<file path="src/rtl/cp0_intr_ctrl.sv">
// cp0_intr_ctrl: coprocessor-0 style exception and interrupt controller.
// It sits upstream of the IF stage. It decides when fetch is redirected to the
// exception base or back to EPC, and it flushes IF/ID when that happens.
//
// Ports:
//   clk, clrn          clock; synchronous active-high reset (1 = reset)
//   intr               external interrupt request, level
//   stall              ID load-use stall, so the ID instruction repeats
//   if_pc              PC of the instruction in IF; saved to EPC on a take
//   id_is_branch       ID holds a branch/jump, which defers events
//   id_syscall/unimpl  synchronous exception sources decoded in ID
//   id_eret, id_mtc0   eret and mtc0 decoded in ID
//   cp0_rd, cp0_wdata  cp0 register index and mtc0 write data
//   cp0_rdata          mfc0 read data, combinational, pre-edge value
//   selpc              to IF: 0 npc, 1 epc, 2 exception base
//   epc                EPC register to IF
//   cancel             flush IF/ID
//   inta               interrupt acknowledge
//   in_exc             FSM is in the exception state
module cp0_intr_ctrl #(
   parameter logic [31:0] STATUS_INIT = 32'h0000_000F,
   parameter logic [4:0]  REG_STATUS  = 5'd12,
   parameter logic [4:0]  REG_CAUSE   = 5'd13,
   parameter logic [4:0]  REG_EPC     = 5'd14
) (
   input  logic        clk,
   input  logic        clrn,
   input  logic        intr,
   input  logic        stall,
   input  logic [31:0] if_pc,
   input  logic        id_is_branch,
   input  logic        id_syscall,
   input  logic        id_unimpl,
   input  logic        id_eret,
   input  logic        id_mtc0,
   input  logic [4:0]  cp0_rd,
   input  logic [31:0] cp0_wdata,
   output logic [31:0] cp0_rdata,
   output logic [1:0]  selpc,
   output logic [31:0] epc,
   output logic        cancel,
   output logic        inta,
   output logic        in_exc
);

   typedef enum logic [0:0] {StNorm, StExc} state_e;

   state_e      state_q, state_d;
   // Only the implemented bits are stored; everything else reads as zero.
   logic [3:0]  status_q, status_d;
   logic [1:0]  code_q, code_d;
   logic [31:0] epc_q, epc_d;
   logic        pend_q, pend_d;

   logic ok, sync_take, int_take, take, eret_take, sys_hit, unimpl_hit;

   assign ok         = ~stall & ~id_is_branch & (state_q == StNorm);
   assign sys_hit    = id_syscall & status_q[2];
   assign unimpl_hit = id_unimpl & status_q[3];
   assign sync_take  = ok & status_q[0] & (sys_hit | unimpl_hit);
   assign int_take   = ok & status_q[0] & status_q[1] & (pend_q | intr) & ~sync_take;
   assign take       = sync_take | int_take;
   assign eret_take  = id_eret & ~stall & (state_q == StExc);

   always_comb begin
      state_d  = state_q;
      status_d = status_q;
      code_d   = code_q;
      epc_d    = epc_q;
      // A take clears pend even if intr is still high in that same cycle.
      pend_d   = int_take ? 1'b0 : (pend_q | intr);

      if (id_mtc0 && !stall) begin
         if (cp0_rd == REG_STATUS) begin
            status_d = cp0_wdata[3:0];
         end else if (cp0_rd == REG_CAUSE) begin
            code_d = cp0_wdata[3:2];
         end else if (cp0_rd == REG_EPC) begin
            epc_d = cp0_wdata;
         end
      end

      // A take overrides any mtc0 to the same registers in this cycle.
      if (take) begin
         epc_d       = if_pc;
         status_d[0] = 1'b0;
         state_d     = StExc;
         if (sync_take) begin
            code_d = sys_hit ? 2'b01 : 2'b10;
         end else begin
            code_d = 2'b00;
         end
      end else if (eret_take) begin
         status_d[0] = 1'b1;
         state_d     = StNorm;
      end
   end

   always_ff @(posedge clk) begin
      if (clrn) begin
         state_q  <= StNorm;
         status_q <= STATUS_INIT[3:0];
         code_q   <= 2'b00;
         epc_q    <= 32'h0;
         pend_q   <= 1'b0;
      end else begin
         state_q  <= state_d;
         status_q <= status_d;
         code_q   <= code_d;
         epc_q    <= epc_d;
         pend_q   <= pend_d;
      end
   end

   always_comb begin
      cp0_rdata = 32'h0;
      if (cp0_rd == REG_STATUS) begin
         cp0_rdata = {28'h0, status_q};
      end else if (cp0_rd == REG_CAUSE) begin
         cp0_rdata = {28'h0, code_q, 2'b00};
      end else if (cp0_rd == REG_EPC) begin
         cp0_rdata = epc_q;
      end
   end

   always_comb begin
      selpc = 2'd0;
      if (!clrn) begin
         if (take) begin
            selpc = 2'd2;
         end else if (eret_take) begin
            selpc = 2'd1;
         end
      end
   end

   assign cancel = ~clrn & (take | eret_take);
   assign inta   = ~clrn & int_take;
   assign in_exc = ~clrn & (state_q == StExc);
   assign epc    = clrn ? 32'h0 : epc_q;

endmodule
</file>
<file path="config.mk">
export PLATFORM = sky130hd
export DESIGN_NAME = cp0_intr_ctrl
export DESIGN_NICKNAME = d
export VERILOG_FILES = /design/src/rtl/cp0_intr_ctrl.sv
export SDC_FILE = /design/constraint.sdc
export NUM_CORES = 1
export LEC_CHECK = 0
export BUFFER_PORTS_ARGS = -buffer_cell sky130_fd_sc_hd__buf_4
export CORE_ASPECT_RATIO = 1.5
export CORE_UTILIZATION = 36
export CTS_CLUSTER_DIAMETER = 120
export DETAILED_ROUTE_END_ITERATION = 8
export GPL_TIMING_DRIVEN = 0
export MAX_ROUTING_LAYER = met4
export PLACE_DENSITY = 0.68
export RECOVER_POWER = 50
export SLEW_MARGIN = 20
export SYNTH_ARGS = -nofsm -noshare
export SYNTH_HDL_FRONTEND = slang
export SYNTH_SLANG_ARGS = --single-unit
</file>
<file path="constraint.sdc">
create_clock -name clk -period 1.9 [get_ports clk]
set_input_delay 0.38 -clock clk [delete_from_list [all_inputs] [get_ports clk]]
set_output_delay 0.38 -clock clk [all_outputs]
set_load 0.05 [all_outputs]
</file>
======== Word-level counts from Yosys, hierarchy flattened ========
Cells that the tools add are included.
Widths: inputs -> output; s select.
storage, ports and cells
  output and inout port bits .............. 69
  register bits ........................... 40
operators by class
  bitwise operators ....................... 23
  equality and inequality tests ........... 5
  reductions and logical operators ........ 13
  multiplexer cells ....................... 24
operators by type and width
  operator            number
  $mux 32             9
  $mux 2              8
  $eq 5x4->1 const B  3
  $and 1x1->1         14
  $reduce_bool 2->1   4
  $mux 1              7
  $reduce_bool 3->1   2
  $not 1->1           5
  $ne 2x2->1 const B  2
  $or 1x1->1          4
  $reduce_and 2->1    2
  $reduce_and 4->1    1
  $reduce_and 3->1    1
  $reduce_or 2->1     1
  $logic_and 1x1->1   1
  $logic_not 1->1     1

======== Depth between registers and ports, before layout ========
Gate-level depths: netlist of run 1.
  depth after elaboration ................. 10
  gate-level depth with buffers ........... 6
  mapped depth without buffers ............ 4

======== Worst setup path after synthesis of run 1 ========
OpenSTA, ideal clock, no wires.
  kind .................................... input to output
  start point ............................. input cp0_rd[1]
  end point ............................... output cp0_rdata[0]
  arrival ................................. 2.063 ns
  required time ........................... 1.520 ns
  buffers on the path ..................... 2
  stages on the path ...................... 4
  path slack .............................. -0.543 ns
  cell sequence ........................... clkbuf_1 -> clkbuf_1 -> mux2i_1 -> nor3_1
on the way
  cells in the longest elaborated chain, start to end .. 4
  elaborated cells between the ends (all ways) .. 6
RTL lines
  element          RTL line  text
  start, declared  36        input logic [4:0] cp0_rd,
  $eq 5x4->1       121       end else if (cp0_rd == REG_EPC) begin
  $mux 32          121
  $mux 32          119       end else if (cp0_rd == REG_CAUSE) begin
  $mux 32 (*)      117       if (cp0_rd == REG_STATUS) begin
  end, declared    38        output logic [31:0] cp0_rdata,
Every way passes the cells marked *; elsewhere a longest branch is shown, timed or not.

======== Worst setup path in the final report of run 1 ========
  start point ............................. input cp0_rd[0]
  end point ............................... output cp0_rdata[6]
The elaborated chain is that of the path after synthesis.

==> results of run 1 <==
==> cells by family after synthesis <==
group | synth area share
simple gates | 0.344
compound gates | 0.210
flops | 0.348
buf+inv | 0.0631
mux | 0.0348
==> worst max-delay path: cells and delay by family <==
family	cells	cell delay [ps]
simple gates	2	610
buf+inv	3	500
==> registers in the layout (all words and copies together), names as in the netlist <==
name      cells
state_q       1
pend_q        1
code_q        2
epc_q        32
status_q      4
==> per-layer routing <==
metal  routed length [µm]  vias up  track usage
met5                    0        -            -
met4                  172        0        0.101
met3                  444       12       0.0307
met2                 4910      107        0.465
met1                 3220     1332        0.296
li1                     -     1400            -
==> worst paths after layout <==
kind / end / slack (ps) / cells after the start
setup / recovery: cp0_rdata[6] / 10 / 5
hold / removal: status_q[2]$_SDFFE_PP1P_ / 320 / 3
setup reg to reg: epc_q[0]$_SDFFE_PP0P_ / 160 / 6
hold reg to reg: epc_q[19]$_SDFFE_PP0P_ / 480 / 2
==> repair_timing <==
item,in CTS,in global routing
buffers inserted,6,1
endpoints found under the hold margin,0,0
setup endpoints to repair,33,31
resized for setup,26,29
pin swaps,3,2
==> where the power goes <==
part	switching [µW]	internal [µW]
registers	45.6	905
clock network	294	297
logic	360	279
total	700	1480
==> final cells by class <==
cell class / count / area (µm²)
clock buffer: 8 / 90.1
multi-input combinational: 242 / 1430
tap: 74 / 92.6
buffer: 26 / 159
inverter: 3 / 11.3
timing repair buffer: 152 / 1260
sequential: 40 / 805
fill: 597 / 2320
==> cell usage after synthesis (all sizes together) <==
library cell	number	area [µm²]
clkbuf	19	71.3
a22o	1	8.76
a32o	1	10.0
inv	3	11.3
a21oi	5	25.0
nand3b	4	30.0
nor3	2	10.0
o21a	1	7.51
mux2i	8	80.1
nor2b	36	225
o21ai	35	186
and3	30	188
a31oi	33	206
and4bb	1	12.5
a211oi	1	7.51
nor2	8	30.0
nand2	70	263
dfxtp	40	801
nor4b	1	23.8
a22oi	1	7.51
nand3	2	10.0
a221oi	1	15.0
buf	9	62.6
a31o	1	8.76
==> cells in the final DEF (no fill, tap or decap), types with 5 or more instances in the layout <==
cell      count
buf_4       124
o21ai_0      34
and3_1        9
a31oi_1      33
nor2b_1      36
clkbuf_1     15
buf_6        29
and3_2       19
nor2_1        7
mux2i_1       7
nand2_1      70
buf_2         5
clkbuf_8      8
dfxtp_1      37
==> per-stage QoR <==
step / hold WS (ps) / instance area (µm²)
global route: 339 / 3860
CTS: 320 / 3760
finish: 322 / 3860
global placement: 463 / 3550
floorplan: 452 / 2370
detailed placement: 469 / 3550
==> reports/results.ini, run 1 <==
[drt]
via_per_inst = 5.23
vias = 2851
wirelength_um = 8750
avgRoutedWirePerCell_um = 16.1
drt_iter0_drc = 128
ant_nets = 0
drc_errors = 0
first_pass_iters = 4

[die]
dieWidth_um = 67.3
num_rows = 35
die_area_um2 = 6720
pin_count = 147
initial_core_util = 0.373
die_y_um = 99.9
core_area_um2 = 6170

[cts]
cts_hold_buf = 0
cts_tree = built
cts_sinks = 40
cts_buffers = 5
clkLatencyLatePin_ps = 290
cts_max_level = 2
cts_buffer_depth = 2
root_buffer = clkbuf_8
clk_pin_slew_ps = 80

[timing]
setup_viol = 0
period_needed_ps = 1890
hold_viol_final = 0
relSlewSlack = 0.556
fin_worst_skew_ps = 2.05
fmaxAchievable_mhz = 530
period_share = 0.993
fin_ws_ps = 12.4
rsz0062_at_grt = true
finalSetupTns_ps = 0
drv_slew = 0
worst_slew_pin_slew_ps = 666

[worst_setup_path]
critPathLaunch = cp0_rd[0]
reg2reg_from = status_q[2]$_SDFFE_PP1P_
crit_type = in -> out
cp.required_ps = 1520
cp.arrival_ps = 1510
path_max_fanout = 8
end_kind = primary output
crit_top_cell = buf_4
cpPeakStageDelay_ps = 400
startpoint_type = input port
path_cells = buf_4 -> and4bb_2 -> buf_4 -> and3_1 -> buf_6
slowest_stage = and4bb_2

[synthesis]
netlist_instances = 313
yosysSeqAreaShare = 0.348
synth.avg_cell_area_um2 = 7.35
ys_ff_latch = 40
netlist-cell-type-count = 27
synth_nets = 391
synth_area_um2 = 2300
ys.warnings.count = 0

[grt]
grt_pass1_wl_um = 13000
track_usage = 0.265
antenna_found_initial = 0
overflow = 0
grt_pass1_vias = 2656
grt_max_degree = 20

[finish]
drive_gt1_frac = 0.435
antenna_cells = 0
area_delta_synth_final_pct = 67.6
final_cell_count_no_fill = 545
fin_util = 0.625
nets = 548

[hold_path]
hold_path.class = in -> reg
worstHoldStart = cp0_wdata[2]

[pwr]
p_leak_uw = 0.00179
finalPower_uw = 2180
powerDensity_nw_per_um2 = 566
ir_drop_v = 0.000372

[place]
pre_cts_ws_ps = -505
dp_hpwl_um = 6650
globalplace.congestion = 0.845
placedCellCount = 532
port_buffers = 145

[run]
drv_cap = 0

[outcome]
status = complete, no violations

No activity file was read; power rests on OpenSTA's default activity.
==> inputs of run 2 (changes only) <==
--- a/config.mk
+++ b/config.mk
@@ -7,6 +7,7 @@
 export LEC_CHECK = 0
 export BUFFER_PORTS_ARGS = -buffer_cell sky130_fd_sc_hd__buf_4
 export CORE_ASPECT_RATIO = 1.5
+export CORE_MARGIN = 2
 export CORE_UTILIZATION = 36
 export CTS_CLUSTER_DIAMETER = 120
 export DETAILED_ROUTE_END_ITERATION = 8
==> run 2 against run 1 <==
Compared with the run above:
- via count is 0.56% higher
- critical path depth unchanged
- register-to-register slack barely moved
- first-iteration DRC count grew 7.0%
- combinational power down 2%
- total power down 0.25%
- critical endpoint is now cancel
- highest routed layer unchanged
==> reports/results.ini, run 2 (synthesis gave the netlist of run 1 again) <==
[outcome]
status = complete, no violations

[timing]
drv_slew = 0  ; unchanged
setup_viol = 0  ; unchanged
period_share = 0.992  ; -0.00115
rsz0062_at_grt = true
hold_viol_final = 0  ; unchanged
period_needed_ps = 1890  ; -2.19 ps
fin_worst_skew_ps = 3.08  ; +1.03 ps
relSlewSlack = 0.557  ; +0.000839
finalSetupTns_ps = 0  ; unchanged
worst_slew_pin_slew_ps = 665  ; -1.26 ps
fmaxAchievable_mhz = 530  ; +0.12%
holdWs_ps = 317  ; -4.67 ps

[worst_setup_path]
crit_type = reg -> out
path_max_fanout = 4  ; -4
cpPeakStageDelay_ps = 350  ; -50 ps
r2r_cells = 6  ; unchanged
end_kind = primary output
cp.required_ps = 1520  ; about the same
reg2reg_from = status_q[2]$_SDFFE_PP1P_
critPathLaunch = state_q$_SDFFE_PP0N_
cp.arrival_ps = 1510  ; about the same
path_cells = nor4b_4 -> o21ai_4 -> buf_8 -> a21oi_4 -> buf_6
startpoint_type = flop
slowest_stage = dfxtp_2

[drt]
wirelength_um = 8770  ; +0.25%
drc_errors = 0  ; unchanged
via_per_inst = 5.26  ; +0.56%
drt_iter0_drc = 137  ; +7.0%
first_pass_iters = 4  ; unchanged
vias = 2867  ; +0.56%
avgRoutedWirePerCell_um = 16.1  ; +0.25%
ant_nets = 0  ; unchanged

[cts]
cts_buffer_depth = 2  ; unchanged
clk_pin_slew_ps = 80  ; about the same
root_buffer = clkbuf_8
cts_max_level = 2  ; unchanged
cts_sinks = 40  ; unchanged
cts_tree = built
cts_buffers = 5  ; unchanged
clkLatencyLatePin_ps = 290  ; about the same

[pwr]
p_leak_uw = 0.00177  ; -1.5%
ir_drop_v = 0.000373  ; +0.24%
powerDensity_nw_per_um2 = 569  ; +0.57%

[grt]
grt_pass1_vias = 2666  ; +0.38%
use_met3 = 0.0256  ; -0.00504
grt_max_degree = 20  ; unchanged
grt_pass1_wl_um = 13200  ; +0.90%
grt_util_met2 = 0.455  ; -0.0105
use_met1 = 0.259  ; -0.0367
track_usage = 0.239  ; -0.0253
overflow = 0  ; unchanged
grt-busiest-layer = met2
antenna_found_initial = 0  ; unchanged

[die]
pin_count = 147  ; unchanged
initial_core_util = 0.373  ; unchanged
num_rows = 35  ; unchanged
die_y_um = 102  ; +2.0%
dieWidth_um = 69.3  ; +3.0%
die_area_um2 = 7060  ; +5.0%
core_area_um2 = 6170  ; unchanged

[finish]
fillers = 629  ; +5.4%
reg_top3 = epc_q: 32 flops, status_q: 4 flops, code_q: 2 flops
largest_reg_flops = 32  ; unchanged
final_common_cell = buf_4
final_cell_count_no_fill = 545  ; unchanged
drive_gt1_frac = 0.429  ; -0.00637
regMostFlops = epc_q
nets = 548  ; unchanged
final_cell_mix = buf_4, nand2_1, dfxtp_1
area_delta_synth_final_pct = 66.2
antenna_cells = 0  ; unchanged

[place]
port_buffers = 145  ; unchanged
globalplace.congestion = 0.898  ; +6.2%
placedCellCount = 532  ; unchanged
dp_hpwl_um = 6650  ; about the same

[run]
drv_cap = 0  ; unchanged

[hold_path]
hold_path.class = in -> reg
worstHoldStart = cp0_wdata[1]
whs_path_depth = 3  ; unchanged

-- run 2: changes by cell type in the layout (fill, tap and decap cells not counted), moves of 2 or more --
cell,previous run,this run
and3_2,19,15
buf_4,124,91
and3_4,2,6
buf_2,5,3
clkbuf_2,1,31
buf_6,29,26
buf_8,4,11
clkbuf_1,15,17
clkbuf_8,8,6
-- run 2: cell type report --
cell class,count,area [µm²],area share
Buffer,27,175,0.0458
Clock buffer,8,90.1,0.0236
Inverter,3,11.3,0.00294
Multi-Input combinational cell,242,1450,0.380
Sequential cell,40,803,0.210
Tap cell,74,92.6,0.0242
Timing Repair Buffer,151,1200,0.314
-- run 2: worst paths after layout --
kind | endpoint | slack, ps
max | cancel | 10
min | status_q[1]$_SDFFE_PP1P_ | 320
min reg2reg | epc_q[20]$_SDFFE_PP0P_ | 480
max reg2reg | epc_q[23]$_SDFFE_PP0P_ | 170
-- run 2: metal layers --
metal | vias to the layer above | share of wire
li1 | 1401 | -
met2 | 88 | 0.56
met5 | - | 0
met3 | 15 | 0.031
met4 | 0 | 0.023
met1 | 1363 | 0.39
-- run 2: through the flow --
stage | total power (µW) | util | worst slack, ps | instance area, µm²
final | 2180 | 0.619 | 14.6 | 3820
after CTS | 2190 | 0.619 | 0.331 | 3820
after detailed placement | 1580 | 0.575 | -515 | 3550
after global routing | 2270 | 0.619 | -32.2 | 3820
after floorplan | 1320 | - | 10.1 | 2370
after global placement | 1570 | 0.575 | -472 | 3550
-- run 2: timing repair --
| action | 4_1_cts | 5_1_grt |
|---|---|---|
| hold buffers | 0 | 0 |
| pin swaps | 3 | 2 |
| setup buffers | 5 | 1 |
| endpoints found under the setup margin | 33 | 32 |
| gates resized for setup | 45 | 23 |
-- run 2: power by group --
part	leakage, µW	internal (µW)	switching [µW]
clock network	0.0000455	297	302
registers	0.000329	905	45.4
logic	0.00139	264	362
-- run 2: worst max-delay path, delay by kind of cell (launching register included) --
family / cells / cell delay, ps
buf+inv: 2 / 320
flops: 1 / 350
compound gates: 2 / 250
simple gates: 1 / 290
